`src/rtl/param_fifo_pkg.sv`:
```
// Shared definitions for the parameterised FIFO: read-mode constants and sizing helper.
// Latency: n/a (declarations only).
// Backpressure: n/a.
package param_fifo_pkg;

    localparam int MODE_STD  = 0;  // registered read
    localparam int MODE_FWFT = 1;  // first-word-fall-through

    // Address width needed to index 'depth' entries. Clamped to 1 bit so a
    // degenerate depth still yields a legal vector width.
    function automatic int addr_width(input int depth);
        return (depth > 1) ? $clog2(depth) : 1;
    endfunction

endpackage

```
`src/rtl/param_fifo_mem.sv`:
```
// FIFO storage array: one synchronous write port, one asynchronous read port.
// Latency: write visible on the read port the cycle after the write edge; read is combinational.
// Backpressure: none; the caller gates the write enable.
module param_fifo_mem
    import param_fifo_pkg::*;
#(
    parameter int DATA_WIDTH = 8,
    parameter int DEPTH      = 16,
    parameter int AW         = addr_width(DEPTH)
) (
    input  logic                  clk,
    input  logic                  we,
    input  logic [AW-1:0]         waddr,
    input  logic [DATA_WIDTH-1:0] wdata,
    input  logic [AW-1:0]         raddr,
    output logic [DATA_WIDTH-1:0] rdata
);

    logic [DATA_WIDTH-1:0] mem [DEPTH];

    // Write port; contents are deliberately not reset.
    always_ff @(posedge clk) begin
        if (we) begin
            mem[waddr] <= wdata;
        end
    end

    assign rdata = mem[raddr];

endmodule

```
`src/rtl/param_fifo.sv`:
```
// Single-clock FIFO with registered or first-word-fall-through read, threshold flags and sticky errors.
// Latency: mode 0 read data one cycle after rd_ready; mode 1 head word visible the cycle after its write.
// Backpressure: wr_ready drops when full; reads on empty are refused (no bypass), flagged in mode 0.
module param_fifo
    import param_fifo_pkg::*;
#(
    parameter int DATA_WIDTH = 8,
    parameter int DEPTH      = 16,
    parameter int FWFT       = MODE_STD,
    parameter int AF_THRESH  = DEPTH - 2,
    parameter int AE_THRESH  = 2
) (
    input  logic                        clk,
    input  logic                        rst,
    input  logic                        flush,
    input  logic                        wr_valid,
    output logic                        wr_ready,
    input  logic [DATA_WIDTH-1:0]       wr_data,
    input  logic                        rd_ready,
    output logic                        rd_valid,
    output logic [DATA_WIDTH-1:0]       rd_data,
    output logic [$clog2(DEPTH):0]      count,
    output logic                        almost_full,
    output logic                        almost_empty,
    output logic                        overflow,
    output logic                        underflow,
    input  logic                        err_clr
);

    localparam int AW = addr_width(DEPTH);
    localparam int CW = $clog2(DEPTH) + 1;

    localparam logic [CW-1:0] FULL_C = CW'(DEPTH);
    localparam logic [CW-1:0] AF_C   = CW'(AF_THRESH);
    localparam logic [CW-1:0] AE_C   = CW'(AE_THRESH);

    logic [AW-1:0]         wr_ptr;
    logic [AW-1:0]         rd_ptr;
    logic [CW-1:0]         count_q;
    logic                  rd_valid_q;
    logic [DATA_WIDTH-1:0] rd_data_q;
    logic [DATA_WIDTH-1:0] mem_rdata;

    logic full;
    logic empty;
    logic wr_acc;
    logic rd_acc;

    assign full   = (count_q == FULL_C);
    assign empty  = (count_q == '0);
    // Full refuses writes even alongside a read; empty refuses reads even
    // alongside a write, so there is never a same-cycle bypass path.
    assign wr_acc = wr_valid && !full;
    assign rd_acc = rd_ready && !empty;

    param_fifo_mem #(
        .DATA_WIDTH (DATA_WIDTH),
        .DEPTH      (DEPTH),
        .AW         (AW)
    ) u_mem (
        .clk   (clk),
        .we    (wr_acc && !flush && !rst),
        .waddr (wr_ptr),
        .wdata (wr_data),
        .raddr (rd_ptr),
        .rdata (mem_rdata)
    );

    // Pointers, occupancy and the mode-0 output register; flush clears
    // occupancy but leaves rd_data and memory untouched.
    always_ff @(posedge clk) begin
        if (rst) begin
            wr_ptr     <= '0;
            rd_ptr     <= '0;
            count_q    <= '0;
            rd_valid_q <= 1'b0;
            rd_data_q  <= '0;
        end else if (flush) begin
            wr_ptr     <= '0;
            rd_ptr     <= '0;
            count_q    <= '0;
            rd_valid_q <= 1'b0;
        end else begin
            if (wr_acc) begin
                wr_ptr <= wr_ptr + AW'(1);
            end
            if (rd_acc) begin
                rd_ptr    <= rd_ptr + AW'(1);
                rd_data_q <= mem_rdata;
            end
            if (wr_acc && !rd_acc) begin
                count_q <= count_q + CW'(1);
            end else if (rd_acc && !wr_acc) begin
                count_q <= count_q - CW'(1);
            end
            rd_valid_q <= rd_acc;
        end
    end

    // Sticky error flags: a new error in the same cycle as err_clr keeps the flag set.
    always_ff @(posedge clk) begin
        if (rst) begin
            overflow  <= 1'b0;
            underflow <= 1'b0;
        end else begin
            if (wr_valid && !wr_ready) begin
                overflow <= 1'b1;
            end else if (err_clr) begin
                overflow <= 1'b0;
            end
            if ((FWFT == MODE_STD) && rd_ready && empty) begin
                underflow <= 1'b1;
            end else if (err_clr) begin
                underflow <= 1'b0;
            end
        end
    end

    assign wr_ready     = !full;
    assign count        = count_q;
    assign almost_full  = (count_q >= AF_C);
    assign almost_empty = (count_q <= AE_C);
    assign rd_valid     = (FWFT == MODE_FWFT) ? !empty    : rd_valid_q;
    assign rd_data      = (FWFT == MODE_FWFT) ? mem_rdata : rd_data_q;

endmodule

```
`config.mk`:
```
export PLATFORM = sky130hd
export DESIGN_NAME = param_fifo
export DESIGN_NICKNAME = d
export VERILOG_FILES = /design/src/rtl/param_fifo_pkg.sv /design/src/rtl/param_fifo_mem.sv /design/src/rtl/param_fifo.sv
export SDC_FILE = /design/constraint.sdc
export NUM_CORES = 1
export LEC_CHECK = 0
export CAP_MARGIN = 20
export CORE_MARGIN = 2
export CORE_UTILIZATION = 50
export DETAILED_ROUTE_END_ITERATION = 8
export GPL_TIMING_DRIVEN = 1
export PLACE_DENSITY = 0.68
export SYNTH_ARGS = -nofsm -noshare
export SYNTH_HDL_FRONTEND = slang
export SYNTH_SLANG_ARGS = --single-unit
export TNS_END_PERCENT = 50
```
`constraint.sdc`:
```
create_clock -name clk -period 2.8 [get_ports clk]
set_input_delay 0.7 -clock clk [delete_from_list [all_inputs] [get_ports clk]]
set_output_delay 0.7 -clock clk [all_outputs]
set_load 0.05 [all_outputs]
```
==> implementation parameters <==
Parameter                              Value

Run status
  Run status    finished, final reports clean

STA
  Maximum clock rate    379.8 MHz
  Setup violation total in the final timing report    0
  Final Hold Fails    0
  Max-slew violation count    0
  Setup repair after global routing missed its margin    false
  Post-route clock skew    slightly above 0.01 ns
  Time the final worst path needs with I/O delays and setup    2.633 ns
  Measured slew at the worst slew-check pin    0.6776 ns
  Relative slew margins    0.5469
  Sum of negative setup slack    0 ns
  Final worst-path cycle share    0.9404

CTS
  Clock tree from TritonCTS    yes
  Setup Fix Bufs, Post-CTS    0
  Total CTS buffers    17
  H-tree lvl count    4
  Sinks on the clock net    152
  Maximum root-to-sink buffer count    2
  Insertion delay to the later sink of the worst-skew pair    0.42 ns
  Clock transition at the register clock pins on the worst setup and hold paths after CTS    0.06 ns
  CTS root buf    sky130_fd_sc_hd__clkbuf_16

Power and ir drop
  Cell leakage power    0.002442 uW
  Logic gate share of total power    0.175
  Clock Power Share    0.389
  IR drop worst, VDD    0.0005917 V
  Total power    about 6000 uW
  Internal power    around 4400 uW
  Switching share of total power    0.2533
  Sw Pwr    ~1500 uW
  Seq pwr share    0.436
  Power density cells    between 700 and 800 nW/um^2

Floorplanning
  Core area    12060 sq um
  Area enclosed by the die boundary    approximately 13000 sq um
  Horiz. Die Dim    115.6 microns
  Site Rows    40
  Effective utilization at floorplan    0.5159
  Die Ht    approximately 120 microns
  Number of placed I/O pins    33

Cells and area
  Antenna diodes    0
  Area added between synthesis and finish    20.67%
  Count of fill cells added during filler insertion    888
  Area of combinational cells with multiple inputs    roughly 1800 sq um
  Final non-filler cell total    639
  Final net count    484
  Proportion of layout cells with a drive suffix above 1    0.1911
  Share of the core filled with cells    0.6225
  Sequential standard cell area    about 4300 sq um

Logic synthesis
  Most common flop cell mapped by yosys    sky130_fd_sc_hd__edfxtp_1
  Unique cell type count in the Yosys netlist    42
  Seq cells post-synth    152
  Warning count from the yosys run    0
  Ranking of synthesized cells by area    sky130_fd_sc_hd__edfxtp_1 62%, sky130_fd_sc_hd__mux2i_1 8.5%, sky130_fd_sc_hd__dfxtp_1 7.7%
  Area share of the largest cell type after synthesis    0.6177
  Cell area after technology mapping    6222 sq um
  Largest area contributor in the synthesized netlist    sky130_fd_sc_hd__edfxtp_1
  Per-instance average area after synthesis    15.83 sq um
  Number of synthesized flops with an enable pin    128
  Post-synth net total    417
  Number of instances in the synthesized netlist    393
  Sequential fraction of the synthesis area    0.6950
  FFs w/ async S/R, synth    0

Place
  Input/output buffers    32
  Last weighted congestion value of the routability-driven placer    0.8212
  # placed instances    609
  Detailed-placement wirelength estimate    8630 microns

Critical path
  Data required time at the worst endpoint    2.10 ns
  Path type of the worst setup path    flip-flop to primary output
  Max stage delay on crit path    0.90 ns
  Critical Path Fanout Max    9
  Endpoint arrival time on the critical path    1.93 ns
  Nature of the critical path endpoint    primary output
  Cell-by-cell listing of the critical path    clkdlybuf4s50_1
  Buffers and inverters on the worst path    1
  Kind of cell adding the most delay to the critical path    buffers and inverters
  Cell at the slowest stage of the critical path    sky130_fd_sc_hd__clkdlybuf4s50_1
  Worst Setup Start Kind    flip-flop

Global routing
  Total gr overflow    0
  Aggregate global-route resource usage    0.2073
  Via count of the first global-routing pass    3557
  Global-route wire length before repair    19880 microns
  Most Used Layer, Global Route    met2
  Antenna violations before repair    0
  Met2 usage in global routing    0.3240
  Global routing usage on met3    0.05178
  Grt met1 use    0.2821
  Pin count of the biggest net entering global routing    29

Route
  DRC violations left    0
  Average wire length per cell after detail routing    about 20 microns
  Number of vias per cell after detailed routing    ~5.5
  Vias    3499
  Post-DRT Antenna Nets    0
  Detailed-routing iteration count for the pre-antenna-repair pass    7
  Post-Route WL    12780 microns
  First DRT Iteration DRCs    270

Min path
  Class of the worst hold path    flip-flop to flip-flop

Flow run
  Max Cap Viol    0
-- what timing repair did --
action                                 in CTS  in global routing
gates resized for setup                     2                  1
endpoints found under the hold margin       0                  0
cloned                                      0                  0
hold buffers                                0                  0
setup endpoints to repair                   2                  1
-- cell usage after synthesis, types with 2 or more instances --
cell type,count
sky130_fd_sc_hd__nand3_1,6
sky130_fd_sc_hd__a21oi_1,4
sky130_fd_sc_hd__buf_6,3
sky130_fd_sc_hd__inv_1,5
sky130_fd_sc_hd__or3b_1,2
sky130_fd_sc_hd__buf_2,8
sky130_fd_sc_hd__o22ai_1,24
sky130_fd_sc_hd__nand3b_1,2
sky130_fd_sc_hd__buf_4,5
sky130_fd_sc_hd__dfxtp_1,24
sky130_fd_sc_hd__nand2_1,18
sky130_fd_sc_hd__edfxtp_1,128
sky130_fd_sc_hd__nor2_1,43
sky130_fd_sc_hd__xor2_1,6
sky130_fd_sc_hd__ha_1,9
sky130_fd_sc_hd__xnor2_1,3
sky130_fd_sc_hd__mux2i_1,53
sky130_fd_sc_hd__clkbuf_1,4
sky130_fd_sc_hd__or3_1,2
sky130_fd_sc_hd__mux4_2,8
sky130_fd_sc_hd__nor3_1,8
sky130_fd_sc_hd__a311oi_2,8
-- power groups by stage --
| stage | Sequential, uW | Clock [uW] | Combinational [uW] |
|---|---|---|---|
| after floorplan | 2770 | 0 | 513 |
| after global placement | 2600 | 0 | 1020 |
| after detailed placement | 2600 | 0 | 1040 |
| after CTS | 2550 | 2300 | 1040 |
| after global routing | 2560 | 2420 | 1100 |
| final | 2550 | 2280 | 1030 |
-- path summary, 6_finish.rpt --
| check | startpoint | to | slack (ns) | cells past startpoint |
|---|---|---|---|---|
| worst max-delay path | count[4] | count[4] | 0.17 | 1 |
| worst min-delay path | underflow | underflow | 0.46 | 2 |
| worst max register to register | count[0] | count[4] | 0.23 | 9 |
| worst min register to register | underflow | underflow | 0.46 | 2 |
-- metrics by stage --
step / instance area, sq um / worst slack [ns] / hold WS [ns]
floorplan: 6228 / -0.09325 / 0.5281
global placement: 6920 / -0.04927 / 0.4448
detailed placement: 6920 / -0.08748 / 0.4535
CTS: 7506 / 0.001394 / 0.4614
global route: 7508 / 0.1047 / 0.4903
finish: 7508 / 0.1668 / 0.4592
-- registers in the layout, indices dropped and copies added (netlist names) --
register	flops
u_mem.mem	128
rd_data	8
count	5
rd_ptr	4
wr_ptr	4
overflow	1
rd_valid	1
underflow	1
-- kinds of logic after synthesis --
kind of cell    count (synthesis)  synth area share
flops                         152            0.6950
simple gates                   86           0.06354
mux                            61            0.1142
compound gates                 48           0.06877
buf+inv                        27           0.02453
fa+ha+maj                      10           0.02132
xor+xnor                        9           0.01267
-- layer usage --
metal | vias to the layer above | routed length, microns
met5 | - | 0
met4 | 0 | 284
met3 | 17 | 562
met2 | 71 | 6389
met1 | 1764 | 5545
li1 | 1647 | -
-- layout by cell type, fill, tap and decap left out, types with 6 or more instances in the layout --
cell type and instances:
sky130_fd_sc_hd__mux2i_1 53, sky130_fd_sc_hd__edfxtp_1 128, sky130_fd_sc_hd__a311oi_2 8, sky130_fd_sc_hd__nor3_1 8, sky130_fd_sc_hd__o22ai_1 24, sky130_fd_sc_hd__dfxtp_1 23
sky130_fd_sc_hd__xor2_1 6, sky130_fd_sc_hd__nand3_1 6, sky130_fd_sc_hd__nor2_1 43, sky130_fd_sc_hd__ha_1 9, sky130_fd_sc_hd__nand2_1 18, sky130_fd_sc_hd__mux4_2 8
sky130_fd_sc_hd__clkdlybuf4s50_1 29, sky130_fd_sc_hd__buf_4 36, sky130_fd_sc_hd__clkbuf_16 17
-- cell type report --
| cell class | count | share of cell area |
|---|---|---|
| clock buffer | 18 | 0.05716 |
| timing repair buffer | 69 | 0.08132 |
| tap | 168 | 0.02800 |
| multi-input combinational | 214 | 0.2333 |
| sequential | 152 | 0.5761 |
| inverter | 6 | 0.003000 |
| clock inverter | 12 | 0.02116 |
No activity file was read; power rests on OpenSTA's default activity.
